--- config.mk ---
export PLATFORM = sky130hd
export DESIGN_NAME = rom_arbiter
export DESIGN_NICKNAME = d
export VERILOG_FILES = /design/src/rtl/rom_arbiter.sv
export SDC_FILE = /design/constraint.sdc
export NUM_CORES = 1
export LEC_CHECK = 0
export BUFFER_PORTS_ARGS = -buffer_cell sky130_fd_sc_hd__buf_4
export CELL_PAD_IN_SITES_DETAIL_PLACEMENT = 1
export CELL_PAD_IN_SITES_GLOBAL_PLACEMENT = 2
export CORE_AREA = 2 2 120 122
export DETAILED_ROUTE_END_ITERATION = 10
export DIE_AREA = 0 0 122 124
export PLACE_DENSITY_LB_ADDON = 0.1
export SYNTH_ARGS = -nofsm -noshare
export SYNTH_HDL_FRONTEND = slang
export SYNTH_SLANG_ARGS = --single-unit
--- constraint.sdc ---
create_clock -name CLK -period 3.88 [get_ports CLK]
set_input_delay 0.194 -clock CLK [delete_from_list [all_inputs] [get_ports CLK]]
set_output_delay 0.194 -clock CLK [all_outputs]
set_load 0.005 [all_outputs]
--- src/rtl/rom_arbiter.sv ---
// Arbitrates a single-ported ROM between a fetch port and a burst port.
// Fetch has priority but a burst word is forced through after three consecutive fetch slots.
module rom_arbiter (
  input  logic        CLK,
  input  logic        RST,
  input  logic        f_req,
  input  logic [15:0] f_addr,
  output logic        f_gnt,
  output logic        f_valid,
  output logic [31:0] f_data,
  input  logic        b_req,
  input  logic [15:0] b_addr,
  input  logic [3:0]  b_len,
  output logic        b_gnt,
  output logic        b_valid,
  output logic [31:0] b_data,
  output logic        b_last,
  output logic        b_busy,
  output logic [15:0] rom_addr,
  input  logic [31:0] rom_data
);

  typedef enum logic {ST_IDLE, ST_BURST} state_t;

  state_t      state_q, state_d;
  logic [15:0] ptr_q;
  logic [3:0]  rem_q;
  logic [1:0]  starve_q;
  logic        fetch_slot;
  logic        burst_slot;

  // b_busy is the FSM state itself: high exactly while in ST_BURST.
  assign b_busy = (state_q == ST_BURST);

  always_comb begin
    state_d    = state_q;
    fetch_slot = 1'b0;
    burst_slot = 1'b0;
    f_gnt      = 1'b0;
    b_gnt      = 1'b0;
    rom_addr   = 16'h0000;
    if (!RST) begin
      fetch_slot = f_req && ((state_q == ST_IDLE) || (starve_q != 2'd3));
      burst_slot = (state_q == ST_BURST) && !fetch_slot;
      f_gnt      = fetch_slot;
      b_gnt      = b_req && (state_q == ST_IDLE);
      if (fetch_slot) begin
        rom_addr = f_addr;
      end else if (burst_slot) begin
        rom_addr = ptr_q;
      end
      case (state_q)
        ST_IDLE:  if (b_gnt) state_d = ST_BURST;
        ST_BURST: if (burst_slot && (rem_q == 4'd0)) state_d = ST_IDLE;
        default:  state_d = ST_IDLE;
      endcase
    end
  end

  always_ff @(posedge CLK) begin
    if (RST) begin
      state_q  <= ST_IDLE;
      ptr_q    <= 16'h0000;
      rem_q    <= 4'd0;
      starve_q <= 2'd0;
      f_valid  <= 1'b0;
      f_data   <= 32'h0;
      b_valid  <= 1'b0;
      b_data   <= 32'h0;
      b_last   <= 1'b0;
    end else begin
      state_q <= state_d;
      f_valid <= fetch_slot;
      b_valid <= burst_slot;
      b_last  <= burst_slot && (rem_q == 4'd0);
      if (fetch_slot) f_data <= rom_data;
      if (burst_slot) b_data <= rom_data;
      // Descriptor load and word issue never coincide: b_gnt only happens in ST_IDLE.
      if (b_gnt) begin
        ptr_q <= b_addr;
        rem_q <= b_len;
      end else if (burst_slot) begin
        ptr_q <= ptr_q + 16'd1;
        rem_q <= rem_q - 4'd1;
      end
      if (state_d == ST_IDLE || burst_slot) begin
        starve_q <= 2'd0;
      end else if (fetch_slot && (state_q == ST_BURST) && (starve_q != 2'd3)) begin
        starve_q <= starve_q + 2'd1;
      end
    end
  end

endmodule

### Word-level counts from Yosys, hierarchy flattened

Cells that the tools add are included.
Widths: inputs -> output; s select.

| operators by class | value |
|---|---|
| $mul | 0 |
| mux-type cells | 14 |
| reductions and logical operators | 13 |
| $lt $le $gt $ge | 0 |
| eq/ne operators | 1 |
| shift operators | 0 |
| bitwise logic cells | 2 |
| div/mod/pow operators | 0 |
| $add $sub $neg | 3 |

Operator list:

| kind | number |
|---|---|
| $mux 16 | 5 |
| $add 16x1->16 const B | 1 |
| $mux 4 | 2 |
| $logic_and 1x1->1 | 7 |
| $mux 1 | 6 |
| $logic_not 4->1 | 1 |
| $sub 4x1->4 const B | 1 |
| $add 2x1->2 const B | 1 |
| $logic_or 1x1->1 | 2 |
| $ne 2x2->1 const B | 1 |
| $not 1->1 | 2 |
| $pmux 1 s2 | 1 |
| $reduce_bool 2->1 | 1 |
| $reduce_or 2->1 | 1 |
| $logic_not 1->1 | 1 |

| word-level totals | value |
|---|---|
| bits in read-only memories | 0 |
| word-level logic and storage cells | 42 |
| latch bits | 0 |
| register bits | 90 |
| bits in writable memories | 0 |
| output and inout port bits | 86 |
| memories | 0 |
| input bits | 72 |

### Longest topological paths before layout

Gate-level depths: netlist of the first run.

| depth | value |
|---|---|
| depth in word-level cells | 12 |
| depth in mapped cells | 8 |
| mapped depth without buffers | 6 |

### Worst setup path before layout of the first run

Ideal clock, no wire load.

| path | value |
|---|---|
| path kind | register -> output |
| start | register starve_q[0] |
| end | output rom_addr[10] |
| buffers on the path | 2 |
| stages on the path, launching flop included | 7 |
| arrival | 1457 ps |
| data required time | 3686 ps |
| slack | 2229 ps |
| cell sequence | dfxtp_1 ha_1 a21bo_2 buf_2 nor2_2 buf_4 a22o_1 |

| on the way | value |
|---|---|
| cells in the longest elaborated chain, start to end | 8 |

RTL lines:

| item | RTL line | source |
|---|---|---|
| start: declaration | 28 | `logic [1:0] starve_q;` |
| start signal: assignment | 89 | `starve_q <= starve_q + 2'd1;` |
| $ne 2x2->1 * | 43 | `fetch_slot = f_req && ((state_q == ST_IDLE) \|\| (starve_q != 2'd3));` |
| $logic_or 1x1->1 * | 43 |  |
| $logic_and 1x1->1 * | 43 |  |
| $logic_not 1->1 | 44 | `burst_slot = (state_q == ST_BURST) && !fetch_slot;` |
| $logic_and 1x1->1 | 44 |  |
| $mux 16 | 49 | `end else if (burst_slot) begin` |
| $mux 16 * | 47 | `if (fetch_slot) begin` |
| $mux 16 * | 42 | `if (!RST) begin` |
| end: declaration | 19 | `output logic [15:0] rom_addr,` |

Mark *: on every way between the ends. The rest lies on a longest branch, timed or not.

### Worst setup path after layout of the first run

| path | value |
|---|---|
| start | register starve_q[0] |
| end | output rom_addr[2] |

Same word-level chain as after synthesis.

==> metrics, run 1 <==
multi-input gate area in the final layout 0.00181 mm2; commonest cells after routing, fill and taps aside 161 x buf_4, 152 x nand2_1, 90 x dfxtp_1, 77 x a21oi_1; Pint 1.62 mW; Die Height 124 um; largest net degree at the start of global routing 52; clk sink count 90; HPWL after detailed placement 9020 um; DRC viols 0; CP cell instances ha_1, a21bo_2, nor2_2, nand2_1, nand2_1, buf_4; Inserted Clock Buffers 9; IO buf count 157; worst slew pin tran 1.04 ns; postcts setup bufs 0; initial antenna violation count 0; core area 0.0137 mm2; routability congestion estimate from global placement 0.781; Worst Path Arrival 2.52 ns; crit share post-route 69.9%; Clock power frac 38.5%; Leakage Power 2.27 nW; Critical Path End Type output port; clk slew on worst S/H paths 0.06 ns; Seq/Total Area, Yosys 47.2%; Setup-failing EPs final 0; final net count 682; area grow syn2layout 40.4%; Most Frequent Cell on Critical Path nand2_1; share of cells above drive strength 1 31.9%; Setup Crit Path Kind reg -> out; normalized max-slew margin 30.3%; CP max stage delay 0.70 ns; hold_buf cts 0; ant diodes 0; Psw 0.593 mW; TritonCTS clock tree done; final core occ 39.1%; Placement Setup Slack 1.34 ns; combinational power share 15.1%; Setup TNS Final 0 ns; drt first pass iters 4; Die ar. 0.0151 mm2; Initial Util 27.8%; Synth Register Bits 90; Post-DP Area 0.00507 mm2; clk_lat worst skew 0.35 ns; Sequential Area 0.00180 mm2; Clock Tree Buf Depth 2; RSZ-0062 raised after global routing false; Routed WL per cell 16.2 um; PD cells 412 mW/mm2; final count of hold timing violations 0; sw frac 26.8%; largest cells by area after synthesis dfxtp_1 47%, nand2_1 15%, a21oi_1 10%, a22o_1 2.8%, ha_1 1.3%; Ys Warns 0; Clock Skew 0.00469 ns; overall routed net length 12800 um; die width 122 um; Final min period 2.71 ns; gr ovfl total 0; Post-Syn Nets 543; num rows 43; Crit Path Max Fanout 36; via count 3838; Hold Path Class in -> reg; worst setup margin 1.17 ns; GRT Total Usage 16.9%; total power 2.21 mW; CTS Root Cell clkbuf_16; final design area excluding fillers 0.00536 mm2; post_cts resized 0; synthesized instance count 467; cell taking the most area after synthesis dfxtp_1; number of global-route vias before repair 3881; first-pass GRT wire length 19800 um; H-tree Lvls 3; mapped cell area 0.00382 mm2; WP data required 3.69 ns; Vias/cell 4.85; commonest non-fill, non-tap cell in the layout buf_4; top cell type's share of synthesized area 47.2%; Max VDD drop 0.205 mV; Fillers 1653; slowest CP cell nor2_2; count of different cell masters after synthesis 57; crit start category flip-flop; fmax 0.369 GHz; Post-DRT Antenna Nets 0; sequential share of power 46.4%; Max Cap Violations 0; status completed; Slew Limit Fails 0; syn avg cell area 8.17 um2; drt initial violations 165; top-level I/O count 158
## power groups by stage
stage               clock (mW)  sequential, mW  combinational (mW)
floorplan                    0            1.04               0.168
global placement             0            1.05               0.333
detailed placement           0            1.05               0.339
CTS                      0.879            1.03               0.341
global route             0.916            1.03               0.371
finish                   0.849            1.03               0.334
## per-layer routing
layer	vias to the layer above	routed length, um	global-route usage [%]
met1	1858	5690	20.4
met3	12	735	4.35
met5	-	0	0
met4	0	194	5.32
li1	1873	-	-
met2	95	6230	29.4
## flip-flops by register name (all words and copies together), names as in the netlist
name / flops
b_data: 32
f_data: 32
ptr_q: 16
rem_q: 4
starve_q: 2
b_busy: 1
b_last: 1
b_valid: 1
f_valid: 1
## worst max-delay path, delay by kind of cell, from the launching register on
kind	cells	cell delay, ns
AO/OA/AOI/OAI	1	0.51
buffers and inverters	1	0.11
adder cells (fa/ha/maj)	1	0.29
flip-flops	1	0.32
AND/OR/NAND/NOR	3	0.95
## worst paths after layout
| path | endpoint | slack (ns) | startpoint | cells past startpoint |
|---|---|---|---|---|
| setup reg to reg | b_data[15]$_SDFFE_PP0P_ | 1.42 | starve_q[0]$_SDFFE_PP0P_ | 6 |
| hold reg to reg | f_data[22]$_SDFFE_PP0N_ | 0.45 | f_data[22]$_SDFFE_PP0N_ | 2 |
| setup / recovery | rom_addr[2] | 1.17 | starve_q[0]$_SDFFE_PP0P_ | 6 |
| hold / removal | rem_q[2]$_SDFFE_PP0P_ | 0.09 | b_len[2] | 3 |
## synth_stat cells, drive strengths merged
master / instances
nand2: 152
dfxtp: 90
a21oi: 78
buf: 21
a22o: 13
nor2: 13
clkbuf: 11
nand3: 7
a31oi: 6
inv: 6
a2bb2oi: 5
nor4: 5
and3: 4
ha: 4
nand4: 4
o21ai: 4
a211oi: 3
nand2b: 3
nor2b: 3
nor3: 3
o211ai: 3
or3: 3
a311oi: 2
and2: 2
nand3b: 2
nor4b: 2
o21a: 2
a21bo: 1
a21boi: 1
a21o: 1
a22oi: 1
a311o: 1
a31o: 1
and4: 1
dlygate4sd1: 1
mux2: 1
mux2i: 1
nand4b: 1
o221a: 1
o22ai: 1
o311ai: 1
o41a: 1
xnor2: 1
## kinds of logic after synthesis
group	count (synthesis)	synth area share (%)
AND/OR/NAND/NOR	205	24.8
AO/OA/AOI/OAI	126	20.4
flip-flops	90	47.2
buffers and inverters	39	5.57
adder cells (fa/ha/maj)	4	1.31
multiplexers	2	0.557
XOR/XNOR	1	0.229
## per-stage QoR
stage               hold slack (ns)  instances
finish                       0.0938        791
global route                 0.0925        791
CTS                          0.0843        791
detailed placement            0.449        775
global placement              0.442        775
floorplan                     0.330        467
## final cells by class
type                       instances  share of cell area (%)
clock buffer                      11                    4.71
sequential                        90                    33.6
timing repair buffer             161                    22.5
multi-input combinational        338                    33.8
clock inverter                     5                   0.677
tap                              180                    4.20
inverter                           6                   0.420
No activity file was read; power rests on OpenSTA's default activity.
==> inputs of run 2 (changes only) <==
Settings changed: ABC_AREA from default to 1, CORE_AREA 2 2 120 122 to 2 2 127 129, DIE_AREA 0 0 122 124 to 0 0 129 131.
Clock period 3.88 ns to 2.7 ns, I/O delays scaled along.
==> run 2 against run 1 <==
  * Synthesized area increased by 0.49%
  * Clock skew decreased by 0.0017 ns
  * Highest routed layer unchanged
  * Die area increased by 12%
  * Largest power group unchanged
  * Cell area increased by 2.7%
==> metrics, run 2 <==
Post-DRT Antenna Nets 0 (unchanged); crit start category flip-flop (unchanged); DRC viols 0 (unchanged); area grow syn2layout 43.5% (was 40.4%); Fillers 1922 (was 1653); top-level I/O count 158 (unchanged); Top delay family on crit path buffers and inverters (was simple AND/OR/NAND/NOR gates); die width 129 um (was 122 um); final net count 743 (was 682); gr ovfl total 0 (unchanged); Hold Path Class in -> reg (unchanged); share of cells above drive strength 1 28.3% (was 31.9%); Hold Path Stages 3 (unchanged); core area 0.0156 mm2 (was 0.0137 mm2); PD cells 619 mW/mm2 (was 412 mW/mm2); cell with the most instances after synthesis nand2_1 (unchanged); Final min period 2.39 ns; Worst Path Arrival 2.25 ns (was 2.52 ns); Setup TNS Final 0 ns (unchanged); Clock Skew 0.00300 ns (was 0.00469 ns); Seq/Total Area, Yosys 47.0% (was 47.2%); ant diodes 0 (unchanged); Setup-failing EPs final 0 (unchanged); Hold Crit Start b_len[0] (was b_len[2]); RSZ-0062 raised after global routing false (unchanged); initial antenna violation count 0 (unchanged); CTS Root Cell clkbuf_16 (unchanged); reg2reg path depth 10 (was 6); via count 3958 (was 3838); post_cts resized 0 (unchanged); commonest non-fill, non-tap cell in the layout buf_4 (unchanged); synthesized instance count 523 (was 467); clk sink count 90 (unchanged); number of global-route vias before repair 4049 (was 3881); Routed WL per cell 15.1 um (was 16.2 um); num rows 46 (was 43); final core occ 35.3% (was 39.1%); normalized max-slew margin 51.4% (was 30.3%); H-tree Lvls 3 (unchanged); Die Height 131 um (was 124 um); crit share post-route 88.4%; Synth Register Bits 90 (unchanged); syn avg cell area 7.33 um2 (was 8.17 um2); mapped cell area 0.00384 mm2 (was 0.00382 mm2); overall routed net length 13400 um (was 12800 um); Leakage Power 2.53 nW (was 2.27 nW); cell taking the most area after synthesis dfxtp_1 (unchanged); Synth top cells by count 94 x nand2_1, 90 x dfxtp_1, 83 x o21ai_0 (was 152 x nand2_1, 90 x dfxtp_1, 77 x a21oi_1); Setup Crit Path Kind reg -> out (unchanged); Vias/cell 4.46 (was 4.85); commonest cells after routing, fill and taps aside 160 x buf_4, 94 x nand2_1, 90 x dfxtp_1, 83 x o21ai_0, 60 x inv_1 (was 161 x buf_4, 152 x nand2_1, 90 x dfxtp_1, 77 x a21oi_1); Most Frequent Cell on Critical Path nand2_2 (was nand2_1); top cell type's share of synthesized area 47.0% (was 47.2%); first-pass GRT wire length 21200 um (was 19800 um); Critical Path End Type output port (unchanged); Max Cap Violations 0 (unchanged); hold_buf cts 0 (unchanged); worst path bufs/invs 2 (was 1); Max VDD drop 0.253 mV (was 0.205 mV); clk slew on worst S/H paths 0.06 ns (about the same); Inserted Clock Buffers 9 (unchanged); CP cell instances ha_1, nand2_1, nand2_2, nand2_2, inv_2, a22o_1, buf_4 (was ha_1, a21bo_2, nor2_2, nand2_1, nand2_1, buf_4); clk_lat worst skew 0.34 ns (was 0.35 ns); Synth async-reset ratio 0% (unchanged); largest cells by area after synthesis dfxtp_1 47%, o21ai_0 11%, nand2_1 9.2%, a21oi_1 7.4%, inv_1 5.9% (was dfxtp_1 47%, nand2_1 15%, a21oi_1 10%, a22o_1 2.8%, ha_1 1.3%); drt first pass iters 4 (unchanged); most used flip-flop cell after synthesis dfxtp_1 (unchanged); final count of hold timing violations 0 (unchanged); Ys Warns 0 (unchanged); GRT Total Usage 16.2% (was 16.9%); slowest CP cell inv_2 (was nor2_2); multi-input gate area in the final layout 0.00165 mm2 (was 0.00181 mm2); reg2reg start starve_q[0]$_SDFFE_PP0P_ (unchanged); Post-synth EDFFs 0 (unchanged); IO buf count 157 (unchanged); WP data required 2.57 ns (was 3.69 ns); worst slew pin tran 0.727 ns (was 1.04 ns); CP max stage delay 0.49 ns (was 0.70 ns); count of different cell masters after synthesis 30 (was 57); Crit Path Max Fanout 29 (was 36); largest net degree at the start of global routing 64 (was 52); Crit. Startpoint starve_q[0]$_SDFFE_PP0P_ (unchanged); status completed (unchanged); postcts setup bufs 0 (unchanged); Post-Syn Nets 599 (was 543); Sequential Area 0.00180 mm2 (unchanged); largest registers b_data (32), f_data (32), ptr_q (16) (unchanged); drt initial violations 111 (was 165); Die ar. 0.0169 mm2 (was 0.0151 mm2); Slew Limit Fails 0 (unchanged); Initial Util 24.6% (was 27.8%); Clock Tree Buf Depth 2 (unchanged); fmax 0.419 GHz; routability congestion estimate from global placement 0.798 (was 0.781); CP Depth 7 (was 6); TritonCTS clock tree done (unchanged); HPWL after detailed placement 9550 um (was 9020 um)
[run 2: changes by cell type after synthesis, moves of 10 or more]
cell / change
o21ai_0: +79
nand2_1: -58
inv_1: +55
nor2_1: +35
a21oi_1: -20
nand3_1: +11
a22o_1: -10
[run 2: final timing paths]
check	slack (ns)	to
setup / recovery	0.31	rom_addr[2]
hold / removal	0.006	rem_q[0]$_SDFFE_PP0P_
setup reg to reg	0.55	rem_q[2]$_SDFFE_PP0P_
hold reg to reg	0.48	rem_q[1]$_SDFFE_PP0P_
[run 2: final cells by class]
type | instances | area share, %
flip-flops and latches | 90 | 32.7
multi-input cells | 341 | 30.0
clock inverters | 5 | 1.55
inverters | 65 | 4.43
clock buffers | 11 | 4.59
well taps | 216 | 4.91
repair buffers | 160 | 21.8
[run 2: worst reg2reg max path: cells and delay by family, from the launching register on]
family | cells | cell delay, ns
buf+inv | 2 | 0.54
compound gates | 1 | 0.10
fa+ha+maj | 1 | 0.15
simple gates | 6 | 0.91
flops | 1 | 0.35
[run 2: power by group]
group / switching (mW) / internal [mW]
combinational: 0.259 / 0.243
clock: 0.560 / 0.867
sequential: 0.0595 / 1.42
[run 2: metal layers]
layer / wire length, um / global-route usage (%) / up-vias
met5: 0 / 0 / -
met4: 218 / 6.07 / 0
met3: 990 / 5.21 / 14
met2: 6620 / 28.4 / 102
met1: 5590 / 18.5 / 1846
li1: - / - / 1996
[run 2: kinds of logic after synthesis]
logic type                 share of synthesized area, %
and+or+nand+nor                                    19.0
AOI/OAI and AO/OA                                  21.8
buffers and inverters                              10.0
DFF                                                47.0
xor gates and xnor gates                          0.913
adders and majority gates                          1.30
[run 2: through the flow]
step	instance area, um2	hold WS [ns]	cells	setup WS [ns]	power [mW]
finish	5510	0.00624	888	0.312	3.41
global route	5510	0.00851	888	0.0656	3.59
CTS	5510	0.00153	888	0.202	3.48
detailed placement	5170	0.365	872	0.483	2.02
global placement	5170	0.353	872	0.551	2.01
floorplan	3840	0.245	523	1.25	1.73
==> inputs of run 3 (changes only) <==
Settings changed: CORE_AREA 2 2 127 129 to 2 2 91 181, DIE_AREA 0 0 129 131 to 0 0 93 183.
==> run 3 against run 2 <==
  * Core utilization shrank 0.39 points
  * Count of clock-buffer cells in the layout shrank 2
  * Critical path depth is the same
  * Cell area shrank 1.0%
  * Sequential share of layout area grew 0.33 points
  * Routed wire length shrank 3.0%
  * Clock skew grew 0.0058 ns
  * Highest routed layer unchanged
  * Maximum frequency grew 9.7%
  * Critical path type unchanged
==> metrics, run 3 (synthesized netlist as in run 2, its figures left out) <==
status completed (unchanged); HPWL after detailed placement 9220 um (was 9550 um); Setup TNS Final 0 ns (unchanged); normalized max-slew margin 52.2% (was 51.4%); total power 3.21 mW (was 3.41 mW); number of global-route vias before repair 4000 (was 4049); post_cts resized 0 (unchanged); clk_lat worst skew 0.35 ns (was 0.34 ns); GRT Total Usage 15.4% (was 16.2%); Setup Crit Path Kind reg -> out (unchanged); crit share post-route 80.6% (was 88.4%); Final min period 2.18 ns (was 2.39 ns); first-pass GRT wire length 20700 um (was 21200 um); via count 3921 (was 3958); Vias/cell 4.49 (was 4.46); Inserted Clock Buffers 9 (unchanged); worst slew pin tran 0.716 ns (was 0.727 ns); Clock Tree Buf Depth 2 (unchanged); Die Height 183 um (was 131 um); routability congestion estimate from global placement 0.684 (was 0.798); GR Layer Usage met3 3.86% (was 5.21%); Max VDD drop 0.276 mV (was 0.253 mV); TritonCTS clock tree done (unchanged); reg2reg path depth 7 (was 10); Max Cap Violations 0 (unchanged); core area 0.0156 mm2 (about the same); final design area excluding fillers 0.00545 mm2 (was 0.00551 mm2); Post-DRT Antenna Nets 0 (unchanged); top-level I/O count 158 (unchanged); commonest cells after routing, fill and taps aside 161 x buf_4, 94 x nand2_1, 90 x dfxtp_1, 83 x o21ai_0, 60 x inv_1 (was 160 x buf_4, 94 x nand2_1, 90 x dfxtp_1, 83 x o21ai_0, 60 x inv_1); postcts setup bufs 0 (unchanged); share of cells above drive strength 1 28.2% (was 28.3%); final net count 745 (was 743); Routed WL per cell 14.9 um (was 15.1 um); overall routed net length 13000 um (was 13400 um); drt first pass iters 4 (unchanged); hold_buf cts 1 (was 0); num rows 65 (was 46); largest net degree at the start of global routing 64 (unchanged); Hold Path Class in -> reg (unchanged); drt initial violations 77 (was 111); reg2reg start starve_q[0]$_SDFFE_PP0P_ (unchanged); PD cells 588 mW/mm2 (was 619 mW/mm2); Initial Util 24.6% (about the same); Post-DP Area 0.00516 mm2 (was 0.00517 mm2); Hold Path Stages 3 (unchanged); Clock Skew 0.00877 ns (was 0.00300 ns); gr ovfl total 0 (unchanged); Crit. Startpoint starve_q[0]$_SDFFE_PP0P_ (unchanged); RSZ-0062 raised after global routing false (unchanged); area grow syn2layout 42.1% (was 43.5%); WP data required 2.57 ns (about the same); initial antenna violation count 0 (unchanged); GR Util met1 20.4% (was 18.5%); Hold Crit Start rom_data[7] (was b_len[0]); die width 93 um (was 129 um); clk sink count 90 (unchanged); ant diodes 0 (unchanged); Worst Path Arrival 2.04 ns (was 2.25 ns); largest registers b_data (32), f_data (32), ptr_q (16) (unchanged); Die ar. 0.0170 mm2 (was 0.0169 mm2); Reg2Reg Setup Slack 0.61 ns (was 0.55 ns); crit start category flip-flop (unchanged); H-tree Lvls 3 (unchanged); clk slew on worst S/H paths 0.07 ns (was 0.06 ns); Leakage Power 2.52 nW (was 2.53 nW); Slew Limit Fails 0 (unchanged); Crit Path Max Fanout 22 (was 29); Critical Path End Type output port (unchanged); IO buf count 157 (unchanged); worst hold slack 0.0291 ns (was 0.00624 ns); commonest non-fill, non-tap cell in the layout buf_4 (unchanged); Setup-failing EPs final 0 (unchanged); final count of hold timing violations 0 (unchanged); DRC viols 0 (unchanged); global routing's busiest layer met2 (unchanged); met2 Resource Use GR 24.8% (was 28.4%); CTS Root Cell clkbuf_16 (unchanged); fmax 0.459 GHz (was 0.419 GHz)
-- run 3: cell types whose count changed in the layout (fill, tap and decap cells not counted), sizes merged --
| cell | change |
|---|---|
| inv | +3 |
| dlygate4sd3 | +1 |
| clkbuf | -2 |
| buf | +1 |
| bufinv | -2 |
-- run 3: cell type report --
| cell class | instances | area [um2] |
|---|---|---|
| clock inverters | 6 | 58.8 |
| clock buffers | 9 | 225 |
| repair buffers | 162 | 1220 |
| inverters | 65 | 244 |
| multi-input cells | 341 | 1650 |
| well taps | 201 | 251 |
| flip-flops and latches | 90 | 1800 |
| fillers | 1972 | 10200 |
-- run 3: critical path, stage by stage, from the launching register on --
cell     delay, ns
dfxtp_1       0.35
ha_1          0.15
nand2_1       0.06
nand2_2       0.27
nand2_2       0.16
inv_2         0.39
a22o_1        0.20
buf_4         0.10
-- run 3: metal layers --
metal  up-vias  part of all wire [%]
met1      1821                    47
met5         -                     0
met2       103                    46
met4         0                   1.2
li1       1988                     -
met3         9                   5.8
-- run 3: final timing paths --
check                                 end
setup reg to reg  b_data[21]$_SDFFE_PP0P_
hold reg to reg    b_data[7]$_SDFFE_PP0P_
hold / removal     f_data[7]$_SDFFE_PP0N_
setup / recovery              rom_addr[1]
-- run 3: where the power goes --
group / switching, mW / total [mW] / internal [mW]
combinational: 0.256 / 0.502 / 0.245
clock: 0.587 / 1.23 / 0.641
sequential: 0.0576 / 1.48 / 1.42
-- run 3: metrics by stage --
| stage | std cells | setup WS (ns) | utilization, % |
|---|---|---|---|
| final | 874 | 0.523 | 34.9 |
| after global routing | 874 | 0.348 | 34.9 |
| after CTS | 874 | 0.458 | 34.9 |
| after detailed placement | 858 | 0.574 | 33.0 |
| after global placement | 858 | 0.684 | 33.0 |
| after floorplan | 523 | 1.25 | - |
